==> src/rtl/ciphertext_store_memory.sv <==
// Ciphertext store: captures AES core output words at the plaintext fetch index and serves a registered read port.
// Optional build macro CT_STORE_CHECKSUM_EN adds checksum_o, a running XOR of the words accepted in the current run.
module ciphertext_store_memory #(
    parameter int TEXT_WIDTH  = 128,
    parameter int ADDR_WIDTH  = 4,
    parameter int MEMORY_SIZE = 16
) (
    input  logic                  clk_i,
    input  logic                  rst_i,
    input  logic                  start_i,
    input  logic                  clear_i,
    input  logic                  ct_valid_i,
    input  logic [TEXT_WIDTH-1:0] ct_i,
    output logic                  ct_ready_o,
    output logic [ADDR_WIDTH-1:0] wr_addr_o,
    output logic [ADDR_WIDTH:0]   count_o,
    output logic                  done_o,
    input  logic [ADDR_WIDTH-1:0] rd_addr_i,
    output logic [TEXT_WIDTH-1:0] ciphertext_q
`ifdef CT_STORE_CHECKSUM_EN
    ,
    output logic [TEXT_WIDTH-1:0] checksum_o
`endif
);

    typedef enum logic [1:0] {
        IDLE,
        CAPTURE,
        DONE
    } state_t;

    localparam logic [ADDR_WIDTH-1:0] LAST_ADDR  = ADDR_WIDTH'(MEMORY_SIZE - 1);
    localparam logic [ADDR_WIDTH:0]   FULL_COUNT = (ADDR_WIDTH + 1)'(MEMORY_SIZE);

    state_t                state_q;
    logic [TEXT_WIDTH-1:0] mem [MEMORY_SIZE];
    logic                  wr_en;
    logic                  rd_in_range;

    // Ready depends only on the state register, so the AES core never sees an input-to-ready path.
    assign ct_ready_o  = (state_q == CAPTURE);
    // Clear (and reset) outrank a coincident handshake: that word is dropped.
    assign wr_en       = ct_ready_o && ct_valid_i && !clear_i && !rst_i;
    assign rd_in_range = ({1'b0, rd_addr_i} < FULL_COUNT);

    // NOTE: sequential state uses non-blocking assignments only, so every flop samples pre-edge values.
    always_ff @(posedge clk_i) begin
        if (rst_i || clear_i) begin
            state_q   <= IDLE;
            wr_addr_o <= '0;
            count_o   <= '0;
            done_o    <= 1'b0;
        end else begin
            case (state_q)
                IDLE, DONE: begin
                    if (start_i) begin
                        state_q   <= CAPTURE;
                        wr_addr_o <= '0;
                        count_o   <= '0;
                        done_o    <= 1'b0;
                    end
                end
                CAPTURE: begin
                    if (ct_valid_i) begin
                        if (wr_addr_o == LAST_ADDR) begin
                            state_q   <= DONE;
                            wr_addr_o <= '0;
                            count_o   <= FULL_COUNT;
                            done_o    <= 1'b1;
                        end else begin
                            wr_addr_o <= wr_addr_o + ADDR_WIDTH'(1);
                            count_o   <= count_o + (ADDR_WIDTH + 1)'(1);
                        end
                    end
                end
                default: begin
                    state_q <= IDLE;
                end
            endcase
        end
    end

    // NOTE: the storage array has no reset so it maps onto plain RAM; contents survive rst_i and clear_i.
    always_ff @(posedge clk_i) begin
        if (wr_en) begin
            mem[wr_addr_o] <= ct_i;
        end
    end

    // Same-address read and write in one cycle returns the old word, since the array updates after sampling.
    always_ff @(posedge clk_i) begin
        if (rst_i) begin
            ciphertext_q <= '0;
        end else if (rd_in_range) begin
            ciphertext_q <= mem[rd_addr_i];
        end else begin
            ciphertext_q <= '0;
        end
    end

`ifdef CT_STORE_CHECKSUM_EN
    always_ff @(posedge clk_i) begin
        if (rst_i || clear_i) begin
            checksum_o <= '0;
        end else if ((state_q == IDLE || state_q == DONE) && start_i) begin
            checksum_o <= '0;
        end else if (wr_en) begin
            checksum_o <= checksum_o ^ ct_i;
        end
    end
`endif

endmodule

==> config.mk <==
export PLATFORM = sky130hd
export DESIGN_NAME = ciphertext_store_memory
export DESIGN_NICKNAME = d
export VERILOG_FILES = /design/src/rtl/ciphertext_store_memory.sv
export SDC_FILE = /design/constraint.sdc
export NUM_CORES = 2
export LEC_CHECK = 0
export CORE_ASPECT_RATIO = 2
export CORE_UTILIZATION = 50
export CTS_CLUSTER_SIZE = 20
export DETAILED_ROUTE_END_ITERATION = 6
export HOLD_SLACK_MARGIN = 0.06
export PLACE_DENSITY = 0.65
export SETUP_SLACK_MARGIN = 0.5
export SLEW_MARGIN = 20
export SYNTH_ARGS = -nofsm -noshare
export SYNTH_HDL_FRONTEND = slang
export SYNTH_SLANG_ARGS = --single-unit
==> constraint.sdc <==
create_clock -name clk_i -period 23.7 [get_ports clk_i]
set_clock_uncertainty 0.05 [all_clocks]
set_input_delay 4.74 -clock clk_i [delete_from_list [all_inputs] [get_ports clk_i]]
set_output_delay 4.74 -clock clk_i [all_outputs]
set_load 0.01 [all_outputs]
# Word-level counts from Yosys, hierarchy flattened
# Memories as Yosys holds them, arrays and structs flattened. A register that Yosys moved wholly into a read port is not among the register bits.
# Index checks and enable logic that the tools add are counted.
# word_totals
reg_bits,12
latchBits,0
ramBits,2048
rom_bits,0
input_bits,137
word_cells,43
n_memories,1
# classes
n_addsub,2
n_mul,0
div_mod_pow,0
order_cmp,0
n_eq_ne,6
n_shift,0
mux,18
bitwise,0
reduce_logical,12
# mem_list
name,words,word_bits,rd,rd_ports_with_merged_regs,wr,line_no,text
mem,16,128,1,1,1,36,logic [TEXT_WIDTH-1:0] mem [MEMORY_SIZE];
# op_table
operator,count
two-way mux 5 bit,3
two-way mux 4 bit,3
case mux 5 bit (2 select lines),1
case mux 4 bit (2 select lines),1
two-way mux 2 bit,3
AND reduction 3 bit,2
adder 5 x 1 -> 5 bit (second input constant),1
two-way mux 1 bit,5
adder 4 x 1 -> 4 bit (second input constant),1
equality test 4 bit (second input constant),1
inequality test 2 bit (second input constant),2
case mux 2 bit (2 select lines),1
AND reduction 4 bit,1
logical AND 1 bit,3
equality test 2 x 1 -> 1 bit (second input constant),1
equality test 2 bit (second input constant),1
logical NOT 1 bit,2
logical NOT 2 bit,1
inequality test 2 x 1 -> 1 bit (second input constant),1
case mux 1 bit (2 select lines),1
nonzero test 2 bit,1
OR reduction 2 bit,1
logical OR 1 bit,1

# Depth between registers and ports, before layout
# logic_depth
word_depth,6
depth_mapped,8
depth_no_buf,5

# Worst setup path before layout
# No wires, ideal clock.
# synth_path
path_type,input to register
from,input port clear_i
to,"memory mem[0][0], enable pin"
setup_time_ps,772
arrival_ps,14158
t_required_ps,22878
setup_slack_ps,8721
cell_stages,5
cell_sequence,or2_2 clkbuf_1 nor2_1 nand2_1 nor3_1
# synth_between
elab_chain_cells,5
# synth_rtl
element,line_no,text
"start, declared",11,"input logic clear_i,"
logical NOT 1 bit,43,assign wr_en = ct_ready_o && ct_valid_i && !clear_i && !rst_i;
logical AND 1 bit (2 in a row),43,
two-way mux 1 bit,85,if (wr_en) begin
two-way mux 1 bit (implied by the code),86,mem[wr_addr_o] <= ct_i;
"end, declared",36,
# Every way passes these cells.

==> impl_metrics.sql <==
INSERT INTO impl_metrics (metric_group, metric, value, unit) VALUES
('global_route', 'grt_max_degree', '153', ''),
('power_and_ir_drop', 'clock_power_share', '0.399', ''),
('detailed_routing', 'drt-total-wl', '196.7', 'mm'),
('logic_synthesis', 'post_synth_main_area_contributors', 'sky130_fd_sc_hd__edfxtp_1 (75%), sky130_fd_sc_hd__mux2i_1 (11%), sky130_fd_sc_hd__a22oi_1 (3.9%), sky130_fd_sc_hd__dfxtp_1 (3.4%), sky130_fd_sc_hd__mux4_2 (1.3%)', ''),
('power_and_ir_drop', 'cellLeakagePower', '0.03200', 'µW'),
('global_route', 'vias_in_the_first_global_route', '43003', ''),
('logic_synthesis', 'synth_area', '81990', 'µm²'),
('clock_network', 'tritoncts.num_buffers', '191', ''),
('global_route', 'grt_overflow_total', '0', ''),
('detailed_routing', 'topRoutingLayerUsed', 'met5', ''),
('detailed_routing', 'wl_met2', '100.9', 'mm'),
('die', 'placement_rows', '209', ''),
('die', 'starting_density_of_the_core', '0.5049', ''),
('job', 'max_cap_violations', '0', ''),
('detailed_routing', 'detail_route.first_pass.iterations', '7', ''),
('place', 'dp_cells', '6557', ''),
('timing', 'min_tclk_post_route', '8865', 'ps'),
('power_and_ir_drop', 'switching_power', '1578', 'µW'),
('timing', 'timing.final.hold_violations', '0', ''),
('logic_synthesis', 'syn-mean-instance-area', '18.84', 'µm²'),
('worst_setup_path', 'cp_data_arrival_time', '9440', 'ps'),
('worst_setup_path', 'critical_path_class', 'input port to flip-flop', ''),
('detailed_routing', 'detail_route.drc_violations', '40', ''),
('worst_setup_path', 'endpoint_kind', 'flip-flop', ''),
('clock_network', 'cts.hold.buffers_added', '0', ''),
('worst_setup_path', 'worstSetupStartpointType', 'input port', ''),
('timing', 'achievable-frequency', '0.1128', 'GHz'),
('detailed_routing', 'wl_per_cell', '28.47', 'µm'),
('timing', 'rsz0062_at_grt', 'no', ''),
('clock_network', 'clock_tree_from_tritoncts', 'built', ''),
('die', 'io-pin-count', '276', ''),
('power_and_ir_drop', 'comb_power_share', '0.047', ''),
('final_layout', 'layout_common_cells', 'sky130_fd_sc_hd__edfxtp_1 (2,048), sky130_fd_sc_hd__mux2i_1 (932), sky130_fd_sc_hd__a22oi_1 (422), sky130_fd_sc_hd__clkdlybuf4s50_1 (273), sky130_fd_sc_hd__nand2_1 (216)', ''),
('logic_synthesis', 'syn_inst', '4353', ''),
('worst_setup_path', 'worstPathRequired', '24280', 'ps'),
('timing', 'maxSlewHeadroom', '0.1167', ''),
('clock_network', 'clock_tree.root_cell', 'sky130_fd_sc_hd__clkbuf_16', ''),
('die', 'core_region_area', '162400', 'µm²'),
('logic_synthesis', 'async_reset_ff_frac', '0', ''),
('detailed_routing', 'met3_routed_length', '10.83', 'mm'),
('clock_network', 'cts_resized', '0', ''),
('clock_network', 'numClockSinks', '2188', ''),
('global_route', 'antenna_violations_before_repair', '36', ''),
('status', 'violations', 'DRC', ''),
('worst_setup_path', 'worst_r2r_startpoint', 'state_q[1]', ''),
('power_and_ir_drop', 'switching_share', '0.2050', ''),
('power_and_ir_drop', 'powerDensity', '82.88', 'nW/µm²'),
('detailed_routing', 'ant_nets', '0', ''),
('final_layout', 'total_number_of_nets_in_the_final_design', '4782', ''),
('logic_synthesis', 'count_of_flip_flops_with_a_built_in_enable_after_synthesis', '2048', ''),
('final_layout', 'stdcell_count', '6909', ''),
('logic_synthesis', 'synthFlopType', 'sky130_fd_sc_hd__edfxtp_1', ''),
('global_route', 'global_route.usage.total', '0.2364', ''),
('logic_synthesis', 'synth_sequential_area_ratio', '0.7843', ''),
('timing', 'setup_viol_count_final', '0', ''),
('final_layout', 'syn2layout_area_growth', '13.25', '%'),
('power_and_ir_drop', 'worst_ir_drop_vdd', '0.05022', 'mV'),
('logic_synthesis', 'synth_cell_types', '39', ''),
('detailed_routing', 'wl_met1', '80.40', 'mm'),
('power_and_ir_drop', 'internal_power', '6117', 'µW'),
('timing', 'hold_ws', '423.4', 'ps'),
('power_and_ir_drop', 'pwr-share-seq', '0.553', ''),
('status', 'run_status', 'finished with violations', ''),
('worst_setup_path', 'timing.reg2reg.worst_path_depth', '6', ''),
('place', 'globalplace.congestion', '0.7418', ''),
('hold_path', 'hold_path.startpoint', 'done_o', ''),
('place', 'dp_worst_setup_slack', '13990', 'ps'),
('detailed_routing', 'detailedRoute.firstIterationViolations', '3407', ''),
('clock_network', 'cts.clk_slew.worst_paths', '70', 'ps'),
('logic_synthesis', 'syn_nets', '4495', ''),
('detailed_routing', 'dr_total_vias', '41423', '');
## metrics by stage
stage | utilization | cell area (µm²)
2_1_floorplan | - | 81990
3_3_place_gp | 0.5339 | 86690
3_5_place_dp | 0.5340 | 86710
4_1_cts | 0.5716 | 92830
5_1_grt | 0.5717 | 92840
6_report | 0.5718 | 92850
## worst paths after layout
path	slack, ps	to
worst min-delay path	420	done_o
worst min register to register	420	done_o
worst max-delay path	14840	ciphertext_q[65]
worst max register to register	19670	mem[14][112]
## worst max-delay path: stages
cell and delay [ps]:
sky130_fd_sc_hd__buf_16 400, sky130_fd_sc_hd__buf_4 780, sky130_fd_sc_hd__buf_4 850, sky130_fd_sc_hd__buf_4 910, sky130_fd_sc_hd__buf_4 880, sky130_fd_sc_hd__mux2i_1 290
sky130_fd_sc_hd__a22oi_1 120, sky130_fd_sc_hd__nand2_1 110, sky130_fd_sc_hd__o22ai_1 80
## kinds of logic (layout without fill, tap and decap cells)
| group | Yosys count | after routing | share of synthesized area |
|---|---|---|---|
| mux | 978 | 978 | 0.1264 |
| buf+inv | 257 | 693 | 0.01883 |
| flops | 2188 | 2188 | 0.7843 |
| other cells | 0 | 10 | 0 |
| simple gates | 266 | 266 | 0.01299 |
| fa+ha+maj | 5 | 5 | 0.0007630 |
| compound gates | 655 | 655 | 0.05631 |
| xor+xnor | 4 | 4 | 0.0004274 |
## layer usage
metal	track usage	up-vias
li1	-	18047
met1	0.3061	21884
met2	0.4102	1135
met3	0.04112	323
met4	0.06001	34
met5	0	-
## power groups by stage
stage / logic (µW) / registers, µW / clock network [µW]
CTS: 368 / 4260 / 3130
finish: 365 / 4260 / 3070
floorplan: 191 / 4340 / 0
global route: 391 / 4260 / 3270
global placement: 361 / 4340 / 0
detailed placement: 366 / 4340 / 0
## cell type report
cell class	instances	area [µm²]
Timing Repair Buffer	347	3471
Antenna cell	10	25.02
Clock buffer	262	5268
Multi-Input combinational cell	1908	16290
Inverter	4	15.01
Sequential cell	2188	64300
Clock inverter	80	845.8
Fill cell	12008	69540
Tap cell	2110	2640
## cells in the mapped netlist, types with 4 or more instances
| library cell | number |
|---|---|
| sky130_fd_sc_hd__a21oi_1 | 4 |
| sky130_fd_sc_hd__a221oi_1 | 46 |
| sky130_fd_sc_hd__a22oi_1 | 422 |
| sky130_fd_sc_hd__buf_1 | 16 |
| sky130_fd_sc_hd__buf_2 | 25 |
| sky130_fd_sc_hd__buf_4 | 45 |
| sky130_fd_sc_hd__buf_6 | 44 |
| sky130_fd_sc_hd__clkbuf_1 | 116 |
| sky130_fd_sc_hd__clkbuf_4 | 4 |
| sky130_fd_sc_hd__dfxtp_1 | 140 |
| sky130_fd_sc_hd__edfxtp_1 | 2048 |
| sky130_fd_sc_hd__ha_1 | 5 |
| sky130_fd_sc_hd__inv_1 | 4 |
| sky130_fd_sc_hd__mux2i_1 | 932 |
| sky130_fd_sc_hd__mux4_2 | 46 |
| sky130_fd_sc_hd__nand2_1 | 216 |
| sky130_fd_sc_hd__nor2_1 | 22 |
| sky130_fd_sc_hd__nor2b_1 | 5 |
| sky130_fd_sc_hd__nor3_1 | 5 |
| sky130_fd_sc_hd__o21ai_0 | 6 |
| sky130_fd_sc_hd__o21ai_1 | 93 |
| sky130_fd_sc_hd__o22ai_1 | 82 |
## sequential cells by signal (all words and copies together), names as in the netlist
signal / cells
mem: 2048
state_q: 2
done_o: 1
wr_addr_o: 4
count_o: 5
ciphertext_q: 128
Note: power is estimated with default switching activity, not from simulation.
